**src/rtl/aes_trace_pkg.sv**
```systemverilog
// Shared types and constants for the AES trace sequencer: FSM encoding,
// LFSR polynomial and step function, default seed.
package aes_trace_pkg;

  typedef enum logic [2:0] {
    ST_IDLE   = 3'd0,
    ST_LOAD   = 3'd1,
    ST_WAIT_B = 3'd2,
    ST_RUN    = 3'd3,
    ST_CAP    = 3'd4,
    ST_GAP    = 3'd5
  } state_e;

  localparam logic [127:0] LFSR_POLY    = 128'h87;
  localparam logic [127:0] DEFAULT_SEED = 128'h1;
  localparam int           TMR_W        = 16;

  // Galois step for x^128 + x^7 + x^2 + x + 1
  function automatic logic [127:0] lfsr_next(input logic [127:0] s);
    return {s[126:0], 1'b0} ^ (s[127] ? LFSR_POLY : 128'h0);
  endfunction

  // An all-zero state would lock the LFSR, so it is never loaded
  function automatic logic [127:0] seed_fix(input logic [127:0] s);
    return (s == '0) ? 128'h1 : s;
  endfunction

endpackage

```
**src/rtl/aes_lfsr128.sv**
```systemverilog
// 128-bit Galois LFSR plaintext source with seed load and step enable.
module aes_lfsr128
  import aes_trace_pkg::*;
(
  input  logic         clk,
  input  logic         load_i,
  input  logic [127:0] seed_i,
  input  logic         step_i,
  output logic [127:0] state_o,
  output logic [127:0] next_o
);

  logic [127:0] state_q;
  logic [127:0] state_d;

  always_comb begin
    state_d = state_q;
    if (load_i) begin
      state_d = seed_fix(seed_i);
    end else if (step_i) begin
      state_d = lfsr_next(state_q);
    end
  end

  always_ff @(posedge clk) begin
    state_q <= state_d;
  end

  assign state_o = state_q;
  assign next_o  = lfsr_next(state_q);

endmodule

```
**src/rtl/aes_trace_sequencer.sv**
```systemverilog
// Drives aes_core_static_128 with LFSR or ciphertext-chained plaintexts,
// frames each op with a scope trigger and counts completed traces.
//
//   state  | meaning
//   IDLE   | waiting for enable_i (blocked while err_o is set)
//   LOAD   | load pulse to the core, trigger raised
//   WAIT_B | waiting for busy to rise, BUSY_TO timeout
//   RUN    | core busy, RUN_TO timeout
//   CAP    | result captured, done pulse, next plaintext prepared
//   GAP    | idle spacing between ops, stop checked at its end
module aes_trace_sequencer
  import aes_trace_pkg::*;
#(
  parameter logic [127:0] SEED       = DEFAULT_SEED,
  parameter int           GAP_CYCLES = 16,
  parameter int           NUM_TRACES = 0,
  parameter int           BUSY_TO    = 8,
  parameter int           RUN_TO     = 64
) (
  input  logic         clk,
  input  logic         rst_n,
  input  logic         enable_i,
  input  logic         chain_i,
  input  logic         dec_i,
  output logic         core_load_o,
  output logic [127:0] core_data_o,
  output logic         core_dec_o,
  input  logic         core_busy_i,
  input  logic [127:0] core_data_i,
  output logic [127:0] result_o,
  output logic         done_o,
  output logic         trigger_o,
  output logic [15:0]  count_o,
  output logic         err_o
);

  localparam logic [TMR_W-1:0] GAP_LD  = TMR_W'((GAP_CYCLES > 0) ? GAP_CYCLES - 1 : 0);
  localparam logic [TMR_W-1:0] BUSY_LD = TMR_W'(BUSY_TO - 1);
  localparam logic [TMR_W-1:0] RUN_LD  = TMR_W'(RUN_TO - 1);
  localparam logic [15:0]      NUM_LIM = 16'(NUM_TRACES);
  localparam bit               NUM_EN  = (NUM_TRACES != 0);

  state_e           state_q;
  logic [TMR_W-1:0] tmr_q;
  logic             chain_q, dec_q, err_q, load_q, trig_q, done_q;
  logic [127:0]     data_q, result_q;
  logic [15:0]      count_q;

  logic             cap;
  logic [127:0]     lfsr_state, lfsr_nxt;

  // The result is captured on the RUN->CAP edge so it is valid alongside done_o
  assign cap = (state_q == ST_RUN) && !core_busy_i;

  aes_lfsr128 u_lfsr (
    .clk     (clk),
    .load_i  (!rst_n),
    .seed_i  (SEED),
    .step_i  (cap && !chain_q),
    .state_o (lfsr_state),
    .next_o  (lfsr_nxt)
  );

  always_ff @(posedge clk) begin
    if (!rst_n) begin
      state_q  <= ST_IDLE;
      tmr_q    <= '0;
      chain_q  <= 1'b0;
      dec_q    <= 1'b0;
      err_q    <= 1'b0;
      load_q   <= 1'b0;
      trig_q   <= 1'b0;
      done_q   <= 1'b0;
      data_q   <= '0;
      result_q <= '0;
      count_q  <= '0;
    end else begin
      load_q <= 1'b0;
      done_q <= 1'b0;
      unique case (state_q)
        ST_IDLE: begin
          if (enable_i && !err_q) begin
            state_q <= ST_LOAD;
            load_q  <= 1'b1;
            trig_q  <= 1'b1;
            chain_q <= chain_i;
            dec_q   <= dec_i;
            count_q <= '0;
            data_q  <= chain_i ? result_q : lfsr_state;
          end
        end
        ST_LOAD: begin
          state_q <= ST_WAIT_B;
          tmr_q   <= BUSY_LD;
        end
        ST_WAIT_B: begin
          if (core_busy_i) begin
            state_q <= ST_RUN;
            tmr_q   <= RUN_LD;
          end else if (tmr_q == '0) begin
            state_q <= ST_IDLE;
            err_q   <= 1'b1;
            trig_q  <= 1'b0;
          end else begin
            tmr_q <= tmr_q - 1'b1;
          end
        end
        ST_RUN: begin
          if (!core_busy_i) begin
            state_q  <= ST_CAP;
            trig_q   <= 1'b0;
            done_q   <= 1'b1;
            result_q <= core_data_i;
            count_q  <= count_q + 16'd1;
            data_q   <= chain_q ? core_data_i : lfsr_nxt;
          end else if (tmr_q == '0) begin
            state_q <= ST_IDLE;
            err_q   <= 1'b1;
            trig_q  <= 1'b0;
          end else begin
            tmr_q <= tmr_q - 1'b1;
          end
        end
        ST_CAP: begin
          if (NUM_EN && count_q == NUM_LIM) begin
            state_q <= ST_IDLE;
          end else if (GAP_CYCLES == 0) begin
            state_q <= enable_i ? ST_LOAD : ST_IDLE;
            load_q  <= enable_i;
            trig_q  <= enable_i;
          end else begin
            state_q <= ST_GAP;
            tmr_q   <= GAP_LD;
          end
        end
        ST_GAP: begin
          if (tmr_q == '0) begin
            state_q <= enable_i ? ST_LOAD : ST_IDLE;
            load_q  <= enable_i;
            trig_q  <= enable_i;
          end else begin
            tmr_q <= tmr_q - 1'b1;
          end
        end
        default: state_q <= ST_IDLE;
      endcase
    end
  end

  assign core_load_o = load_q;
  assign core_data_o = data_q;
  assign core_dec_o  = dec_q;
  assign result_o    = result_q;
  assign done_o      = done_q;
  assign trigger_o   = trig_q;
  assign count_o     = count_q;
  assign err_o       = err_q;

endmodule

```
**config.mk**
```make
export PLATFORM = sky130hd
export DESIGN_NAME = aes_trace_sequencer
export DESIGN_NICKNAME = d
export VERILOG_FILES = /design/src/rtl/aes_trace_pkg.sv /design/src/rtl/aes_lfsr128.sv /design/src/rtl/aes_trace_sequencer.sv
export SDC_FILE = /design/constraint.sdc
export NUM_CORES = 1
export LEC_CHECK = 0
export BUFFER_PORTS_ARGS = -buffer_cell sky130_fd_sc_hd__buf_2
export CAP_MARGIN = 15
export CELL_PAD_IN_SITES_DETAIL_PLACEMENT = 1
export CELL_PAD_IN_SITES_GLOBAL_PLACEMENT = 1
export CORE_AREA = 5 5 317 164
export CTS_CLUSTER_DIAMETER = 100
export DETAILED_ROUTE_END_ITERATION = 10
export DIE_AREA = 0 0 322 169
export PLACE_DENSITY_LB_ADDON = 0.1
export SYNTH_ARGS = -nofsm -noshare
export SYNTH_HDL_FRONTEND = slang
export SYNTH_SLANG_ARGS = --single-unit
export TNS_END_PERCENT = 30
```
**constraint.sdc**
```tcl
create_clock -name clk -period 2.7 [get_ports clk]
set_input_delay 0.54 -clock clk [delete_from_list [all_inputs] [get_ports clk]]
set_output_delay 0.54 -clock clk [all_outputs]
set_load 0.05 [all_outputs]
```
==> metrics, run 1 <==
status finished clean; CP endpoint tmr_q[13]; Synth Net Count 2544; Final Hold Viols 0; initial antenna violation count 8; Worst Hold Class primary input to register; largest net degree at the start of global routing 133; Worst Path Max Fanout 21; remaining global-route overflow 0; Port Buffers 410; Post-CTS Resized 0; die height 169 um; RD Place Congestion 0.866; detailed placer's ending HPWL 49.3 mm; mapped cell area 0.0193 mm^2; CP required 3190 ps; CTS tree built; FFs w/ async S/R, synth 0%; # nets final 2847; VDD IR-drop max 0.367 mV; fill count 5955; PD cells 615 mW/mm^2; fin area 0.0236 mm^2; worst r2r src state_q[0]; Worst Path Arrival 2960 ps; buffer depth of the longest clock path 3; Clk Latency, worst-skew pair 550 ps; Fmax 0.404 GHz; Worst Tran Pin Value 787 ps; # rows 58; r2r endpoint tmr_q[13]; Routed Antenna Nets 0; R2R cell count 5; Die Area 0.0544 mm^2; Slew Viols, Final 0; Post-synth EDFFs 0; WHS 234 ps; fin crit period 2480 ps; normalized max-slew margin 47.5%; first-pass GRT wire length 113 mm; Crit Path Class register to register; Final setup viols 0; Sink Count 425; most used flip-flop cell after synthesis dfxtp_1; placed instance count 3325; Seq cells post-synth 425; sequential fraction of the synthesis area 44.1%; Area Overhead vs Synth 22.3%; Placed Area 0.0221 mm^2; leakage 10.1 nW; Syn Inst Count 2407; setup_tns 0 ps; clk_skew 10.8 ps; Final Util 47.9%; period utilization 91.8%; gr usage total 25.6%; syn_area_per_cell 8.01 um^2; Post-CTS Setup Inserts 0; routed length per instance 21.5 um; CTS root buffer clkbuf_16; CP startpoint kind register; Initial Util 39.2%; Finished Layout Cells 3408; Die Span X 322 um; via count 18700; WL final 73.2 mm; CTS Hold Bufs 0; Placeable Area 0.0492 mm^2; DRC Markers 0; htree depth 2; Iter 0 DRT Violations 1335; RSZ-0062 raised after global routing false; layout cells sized above 1 24.7%; Synth cell types 57; total CTS buffers 43; max-cap check violation count 0; DRT Pass-1 Iters 5; FF-to-FF setup slack 220 ps; vias in the first global route 19400; CP Capture Type register; Worst-path clk slew 70 ps; Synth Warn # 0; Worst setup startpoint state_q[0]; I/O pins 411; number of vias per cell 5.48
## critical path, stage by stage (launching register included)
cell and delay [ps]:
dfxtp_1 770, and3b_1 450, a31oi_1 170, or2_2 420, or4_1 520, nand3_1 80
## state kept, by name (all words and copies together) (netlist names)
name,count
core_load_o,1
core_dec_o,1
state_q,3
result_o,128
trigger_o,1
count_o,16
core_data_o,128
chain_q,1
tmr_q,16
done_o,1
u_lfsr.state_o,128
err_o,1
## cell type report
class	count	area, um^2	area share [%]
Tap cell	660	826	3.50
Antenna cell	7	17.5	0.0743
Clock inverter	12	166	0.706
Sequential cell	425	8510	36.1
Clock buffer	64	1340	5.67
Inverter	10	45.0	0.191
Multi-Input combinational cell	1771	9980	42.3
Timing Repair Buffer	459	2690	11.4
## stage by stage
| stage | worst slack [ps] | total power [mW] |
|---|---|---|
| 6_report | 222 | 14.5 |
| 5_1_grt | 57.2 | 15.1 |
| 4_1_cts | 250 | 14.6 |
| 3_5_place_dp | 287 | 8.18 |
| 3_3_place_gp | 381 | 8.14 |
| 2_1_floorplan | 489 | 7.52 |
## power by group
part           total, mW  leakage, nW  switching, mW  internal (mW)
registers           6.41         3.42         0.0871           6.32
clock network       6.46        0.745           2.66           3.80
logic               1.64         5.96           1.10          0.543
total               14.5         10.1           3.84           10.7
## worst min-delay path by stage
stage	startpoint	endpoint	depth (start not counted)
2_1_floorplan	u_lfsr.state_o[99]	u_lfsr.state_o[100]	2
3_3_place_gp	core_data_o[110]	core_data_o[110]	2
3_5_place_dp	core_data_o[3]	core_data_o[3]	2
4_1_cts	core_data_i[88]	result_o[88]	3
5_1_grt	core_data_i[81]	result_o[81]	3
6_report	core_data_i[30]	result_o[30]	3
## synthesized netlist by cell type (all sizes together) (4+ instances only)
| library cell | instances | area, um^2 |
|---|---|---|
| nor2 | 46 | 175 |
| inv | 10 | 37.5 |
| nor3 | 10 | 61.3 |
| a21oi | 395 | 1980 |
| buf | 44 | 219 |
| nand2b | 6 | 37.5 |
| a211oi | 5 | 37.5 |
| xor2 | 6 | 52.6 |
| clkbuf | 157 | 589 |
| nand4 | 8 | 50.1 |
| mux2i | 128 | 1280 |
| nand3 | 16 | 80.1 |
| nor4 | 10 | 62.6 |
| nand2 | 788 | 2960 |
| mux2 | 127 | 1430 |
| dfxtp | 425 | 8510 |
| o21ai | 15 | 75.1 |
| or3 | 5 | 31.3 |
| or4 | 8 | 63.8 |
| o31ai | 4 | 30.0 |
| o211ai | 134 | 1010 |
| xnor2 | 11 | 96.3 |
| nor2b | 5 | 31.3 |
## logic make-up after synthesis
group                    synth area share (%)
buffers and inverters                    4.39
AO/OA/AOI/OAI                            17.2
AND/OR/NAND/NOR                          19.2
multiplexers                             14.1
flip-flops                               44.1
adder cells (fa/ha/maj)                 0.195
XOR/XNOR                                0.772
## placed cells by master (no fill, tap or decap), types with 5 or more instances in the layout
cell / n
nand2_1: 786
dfxtp_1: 424
buf_2: 409
a21oi_1: 394
o211ai_1: 134
mux2i_1: 128
mux2_2: 127
clkbuf_16: 45
nor2_1: 43
buf_4: 28
buf_12: 21
nand3_1: 16
o21ai_0: 15
clkbuf_8: 15
xnor2_1: 11
nor4_1: 10
inv_1: 9
nor3_1: 9
nand4_1: 8
diode_2: 7
or4_1: 7
nand2b_1: 6
xor2_1: 6
clkinv_2: 6
nor2b_1: 5
a211oi_1: 5
clkbuf_1: 5
## metal layers
layer / vias to the layer above / part of all wire (%) / GRT usage, %
met2: 361 / 46 / 41.8
met4: 2 / 2.3 / 6.87
met1: 9361 / 48 / 35.8
met3: 111 / 3.8 / 3.63
met5: - / 0.018 / 0
li1: 8856 / - / -
No activity file was read; power rests on OpenSTA's default activity.
==> inputs of run 2 (changes only) <==
Clock period 2.7 ns to 2.3 ns, I/O delays scaled along.
==> run 2 against run 1 <==
  * Cell area grew 0.36%
  * Die area is the same
  * Via count grew 0.33%
  * Clock power grew 13%
  * Non-clock buffer count grew 13
  * Sequential cell count is the same
  * Critical path depth is the same
  * Sequential share of layout area shrank 0.13 points
  * Final cell count grew 0.47%
  * Critical path type unchanged
==> metrics, run 2 (same netlist as run 1, synthesis figures left out) <==
Worst Path Arrival 2720 ps (-240 ps); CP Capture Type register; status finished clean; Fmax 0.447 GHz (+11%); CTS Hold Bufs 0 (unchanged); Sink Count 425 (unchanged); RD Place Congestion 0.886 (+2.4%); Port Buffers 410 (unchanged); Worst Hold Class primary input to register; number of vias per cell 5.48 (-0.14%); switch share 27.2% (+0.68 points); Worst Path Max Fanout 6 (-71%); fin crit period 2240 ps (-243 ps); WHS 148 ps (-85.9 ps); most common cell after layout, fill and taps aside nand2_1; CTS root buffer clkbuf_16; Slew Viols, Final 0 (unchanged); remaining global-route overflow 0 (unchanged); # rows 58 (unchanged); Crit Path Class register to register; CTS tree built; Clock Power Share 43.4% (-1.1 points); layout cells sized above 1 25.0% (+0.30 points); fill count 5969 (+0.24%); VDD IR-drop max 0.429 mV (+17%); Worst-path clk slew 60 ps (about the same); Internal Pwr Total 12.2 mW (+14%); commonest non-fill, non-tap cells in the layout nand2_1, dfxtp_1, buf_2; switching power 4.54 mW (+18%); DRT Pass-1 Iters 5 (unchanged); initial antenna violation count 9 (+1); routed length per instance 21.3 um (-0.71%); buffer depth of the longest clock path 3 (unchanged); FF/Latch Area 0.00851 mm^2 (unchanged); I/O pins 411 (unchanged); CP startpoint kind register; CP required 2790 ps (-400 ps); leakage 10.2 nW (+0.34%); # nets final 2860 (+0.46%); Final Hold Viols 0 (unchanged); detailed placer's ending HPWL 49.7 mm (+0.83%); htree depth 2 (unchanged); part of the power in registers 44.8% (+0.6 points); max-cap check violation count 0 (unchanged); Placeable Area 0.0492 mm^2 (unchanged); PD cells 707 mW/mm^2 (+15%); logic gate share of total power 11.8% (+0.5 points); largest net degree at the start of global routing 124 (-6.8%); Clk Latency, worst-skew pair 560 ps (about the same); first-pass GRT wire length 114 mm (+0.69%); Initial Util 39.2% (unchanged); Worst Tran Pin Value 726 ps (-61.0 ps); total CTS buffers 43 (unchanged); die height 169 um (unchanged); Iter 0 DRT Violations 1164 (-13%); Die Area 0.0544 mm^2 (unchanged); gr usage total 25.8% (+0.21 points); DRC Markers 0 (unchanged); Final setup viols 0 (unchanged); period utilization 97.2% (+5.4 points); Area Overhead vs Synth 22.7%; area of the multi-input gates 0.00998 mm^2 (about the same); clk_skew 11.7 ps (+0.876 ps); WL final 73.0 mm (-0.24%); Routed Antenna Nets 0 (unchanged); vias in the first global route 19500 (+0.49%); via count 18800 (+0.33%); Die Span X 322 um (unchanged); Final Util 48.1% (+0.17 points); normalized max-slew margin 51.6% (+4.1 points)
-- run 2: power by group through the flow --
stage | Sequential (mW) | Combinational [mW] | Clock, mW
final | 7.49 | 1.97 | 7.27
after global routing | 7.50 | 2.09 | 7.77
after CTS | 7.49 | 1.95 | 7.43
after detailed placement | 7.66 | 1.94 | 0
after global placement | 7.66 | 1.90 | 0
after floorplan | 7.77 | 1.06 | 0
-- run 2: timing repair --
action                     CTS  global route
resized for setup            0             2
setup buffers                0             1
setup endpoints to repair    0             5
-- run 2: cell type report --
cell class,count,area share (%)
inverters,10,0.190
flip-flops and latches,425,36.0
repair buffers,472,12.1
clock buffers,63,5.43
diodes,8,0.0846
well taps,660,3.49
multi-input cells,1771,42.2
clock inverters,15,0.592
-- run 2: through the flow --
| step | setup WS (ps) | power, mW | TNS (ps) | cells | instance area [um^2] |
|---|---|---|---|---|---|
| floorplan | 88.9 | 8.83 | 0 | 2407 | 19300 |
| global placement | 86.2 | 9.56 | 0 | 3337 | 22200 |
| detailed placement | 64.5 | 9.60 | 0 | 3337 | 22200 |
| CTS | 22.6 | 16.9 | 0 | 3415 | 23600 |
| global route | -1.25 | 17.4 | -1.25 | 3424 | 23700 |
| finish | 64.7 | 16.7 | 0 | 3424 | 23700 |
-- run 2: critical path, cell delays in order (launching register included) --
cell and delay (ps):
dfxtp_1 360, or4_1 590, or4_4 470, nor3_4 240
mux2_2 370, a21oi_1 130
-- run 2: path summary, 6_finish.rpt --
path	startpoint	to	slack (ps)	cells after the start
setup / recovery	tmr_q[10]	trigger_o	60	5
hold / removal	core_data_i[50]	result_o[50]	150	3
setup reg to reg	tmr_q[10]	trigger_o	60	5
hold reg to reg	core_data_o[102]	core_data_o[102]	450	2
-- run 2: layer usage --
| metal | global-route usage (%) | share of wire [%] | up-vias |
|---|---|---|---|
| met5 | 0 | 0.018 | - |
| li1 | - | - | 8877 |
| met3 | 3.76 | 4.2 | 97 |
| met1 | 36.5 | 48 | 9397 |
| met2 | 41.6 | 46 | 379 |
| met4 | 6.82 | 2.2 | 2 |
==> inputs of run 3 (changes only) <==
Settings changed: CORE_AREA 5 5 317 164 to 5 5 327 169, DIE_AREA 0 0 322 169 to 0 0 332 174, SYNTH_HIERARCHICAL set to 1.
==> run 3 against run 2 <==
  * Synthesized area increased by 12%
  * Fmax increased by 4.2%
  * Clock skew increased by 6.4 ps
  * Setup slack improved by 90 ps
  * Largest power group unchanged
  * Cell area increased by 10%
==> metrics, run 3 <==
Port Buffers 410 (unchanged); CP Capture Type register; commonest non-fill, non-tap cells in the layout buf_2, nand2_1, dfxtp_1; vias in the first global route 19600 (+0.68%); # nets final 3023 (+5.7%); Worst Tran Pin Value 779 ps (+53.1 ps); gr usage total 23.8% (-2.0 points); DRC Markers 0 (unchanged); via count 18600 (-1.0%); CP required 2540 ps (-250 ps); leakage 11.0 nW (+7.9%); Worst Hold Class primary input to register; initial antenna violation count 1 (-8); CP max stage delay 540 ps (-50 ps); most used flip-flop cell after synthesis dfxtp_1; Sink Count 425 (unchanged); Fmax 0.466 GHz (+4.2%); CP max stage cell or4b_4; Post-synth EDFFs 128 (+128); routed length per instance 19.6 um (-8.0%); period utilization 93.3% (-3.9 points); worst path cell trace or4b_4, a21oi_4, nand2_4, nor2_1, or2_4, buf_12; Slew Viols, Final 0 (unchanged); mapped cell area 0.0215 mm^2 (+12%); Crit Path Class register to register; Syn Inst Count 2413 (+0.25%); Placed Area 0.0247 mm^2 (+11%); Worst-path clk slew 60 ps (about the same); CTS tree built; remaining global-route overflow 0 (unchanged); normalized max-slew margin 48.1% (-3.5 points); FF-to-FF setup slack 150 ps (+90 ps); RD Place Congestion 0.826 (-6.8%); CP startpoint kind register; fin area 0.0260 mm^2 (+10%); Routed Antenna Nets 0 (unchanged); Placeable Area 0.0525 mm^2 (+6.7%); Clk Latency, worst-skew pair 560 ps (about the same); total design power 23.5 mW (+40%); top post-synthesis cells by count nand2_1, dfxtp_1, nor2_1; WHS 149 ps (+0.625 ps); buffer depth of the longest clock path 3 (unchanged); fin crit period 2150 ps (-89.5 ps); Die Span X 332 um (+3.1%); die height 174 um (+3.0%); VDD IR-drop max 0.540 mV (+26%); layout cells sized above 1 23.2% (-1.8 points); Worst Path Arrival 2380 ps (-340 ps); Synth cell types 60 (+5.3%); syn_area_per_cell 8.92 um^2 (+11%); # rows 60 (+3.4%); WL final 71.3 mm (-2.4%); Final setup viols 0 (unchanged); htree depth 2 (unchanged); number of vias per cell 5.11 (-6.7%); Worst Path Max Fanout 28 (+22); Initial Util 41.0% (+1.8 points); Post-CTS Setup Inserts 0 (unchanged); Area contributors post-synth dfxtp_1, edfxtp_1, mux2i_1; Die Area 0.0578 mm^2 (+6.2%); RSZ-0062 raised after global routing false; largest net degree at the start of global routing 131 (+5.6%); detailed placer's ending HPWL 48.7 mm (-1.9%); status finished clean; PD cells 902 mW/mm^2 (+28%); most common cell in the netlist nand2_1; total CTS buffers 43 (unchanged); Final Hold Viols 0 (unchanged); sequential fraction of the synthesis area 45.5% (+1.4 points); Synth top area share 27.6% (-17 points); max-cap check violation count 0 (unchanged); most common cell after layout, fill and taps aside buf_2; first-pass GRT wire length 112 mm (-1.2%); clk_skew 18.1 ps (+6.43 ps); Synth area leader dfxtp_1; Iter 0 DRT Violations 1044 (-10%); Seq cells post-synth 425 (unchanged); CTS root buffer clkbuf_16; DRT Pass-1 Iters 5 (unchanged); Area Overhead vs Synth 21.0%; Synth Warn # 6 (+6); I/O pins 411 (unchanged); fill count 6300 (+5.5%); FFs w/ async S/R, synth 0% (unchanged)
==> run 3: cell count changes after synthesis, sizes merged, moves of 32 or more <==
cell,previous run,this run
o21ai,15,148
mux2i,128,260
dfxtp,425,297
a21oi,395,271
edfxtp,0,128
o211ai,134,2
clkbuf,157,125
buf,44,170
nor2,46,290
nand2,788,408
==> run 3: cell type report <==
cell class	count	area [um^2]	share of cell area, %
Antenna cell	1	2.50	0.00961
Clock buffer	72	1310	5.02
Clock inverter	7	32.5	0.125
Inverter	11	48.8	0.187
Multi-Input combinational cell	1936	11100	42.5
Sequential cell	425	9800	37.6
Tap cell	713	892	3.43
Timing Repair Buffer	468	2880	11.1
==> run 3: power by group <==
group / internal [mW] / switching, mW / leakage [nW]
Sequential: 8.51 / 0.588 / 3.66
Clock: 3.87 / 3.06 / 0.655
Combinational: 2.24 / 5.21 / 6.65
Total: 14.6 / 8.86 / 11.0
==> run 3: path summary, 6_finish.rpt <==
path | start | endpoint | cells past startpoint
worst max-delay path | err_o | u_lfsr/state_o[105] | 6
worst min-delay path | dec_i | core_dec_o | 3
worst max register to register | err_o | u_lfsr/state_o[105] | 6
worst min register to register | core_data_o[103] | core_data_o[103] | 2
==> run 3: cell families after synthesis <==
kind of cell	share of synthesized area [%]
AND/OR/NAND/NOR	15.8
AO/OA/AOI/OAI	11.2
flip-flops	45.5
multiplexers	18.7
buffers and inverters	7.74
XOR/XNOR	0.814
adder cells (fa/ha/maj)	0.233
other	0.0349
==> run 3: per-stage QoR <==
step | TNS [ps] | utilization, % | setup WS [ps] | instances
after floorplan | -82210 | - | -642 | 2667
after global placement | -326 | 47.0 | -13.4 | 3553
after detailed placement | -255 | 47.0 | -13.8 | 3553
after CTS | 0 | 49.6 | 136 | 3632
after global routing | 0 | 49.6 | 67.2 | 3633
final | 0 | 49.6 | 154 | 3633
==> run 3: timing repair <==
item                                   in CTS  in global routing
hold buffers                                0                  0
endpoints found under the hold margin       0                  0
setup endpoints to repair                   0                  1
resized for setup                           0                  1
==> run 3: routing by layer <==
layer	wire, um	vias to the layer above	part of all wire [%]	global-route usage (%)
met5	0	-	0	0
met3	2620	99	3.7	3.59
met2	33400	343	47	39.9
met4	1820	0	2.6	6.02
met1	33400	9183	47	32.5
li1	-	8935	-	-
==> run 3: worst max-delay path: cells and delay by family (launching register included) <==
family                 cells  cell delay (ps)
buffers and inverters      1              240
AOI/OAI and AO/OA          1              190
and+or+nand+nor            4             1010
DFF                        1              360
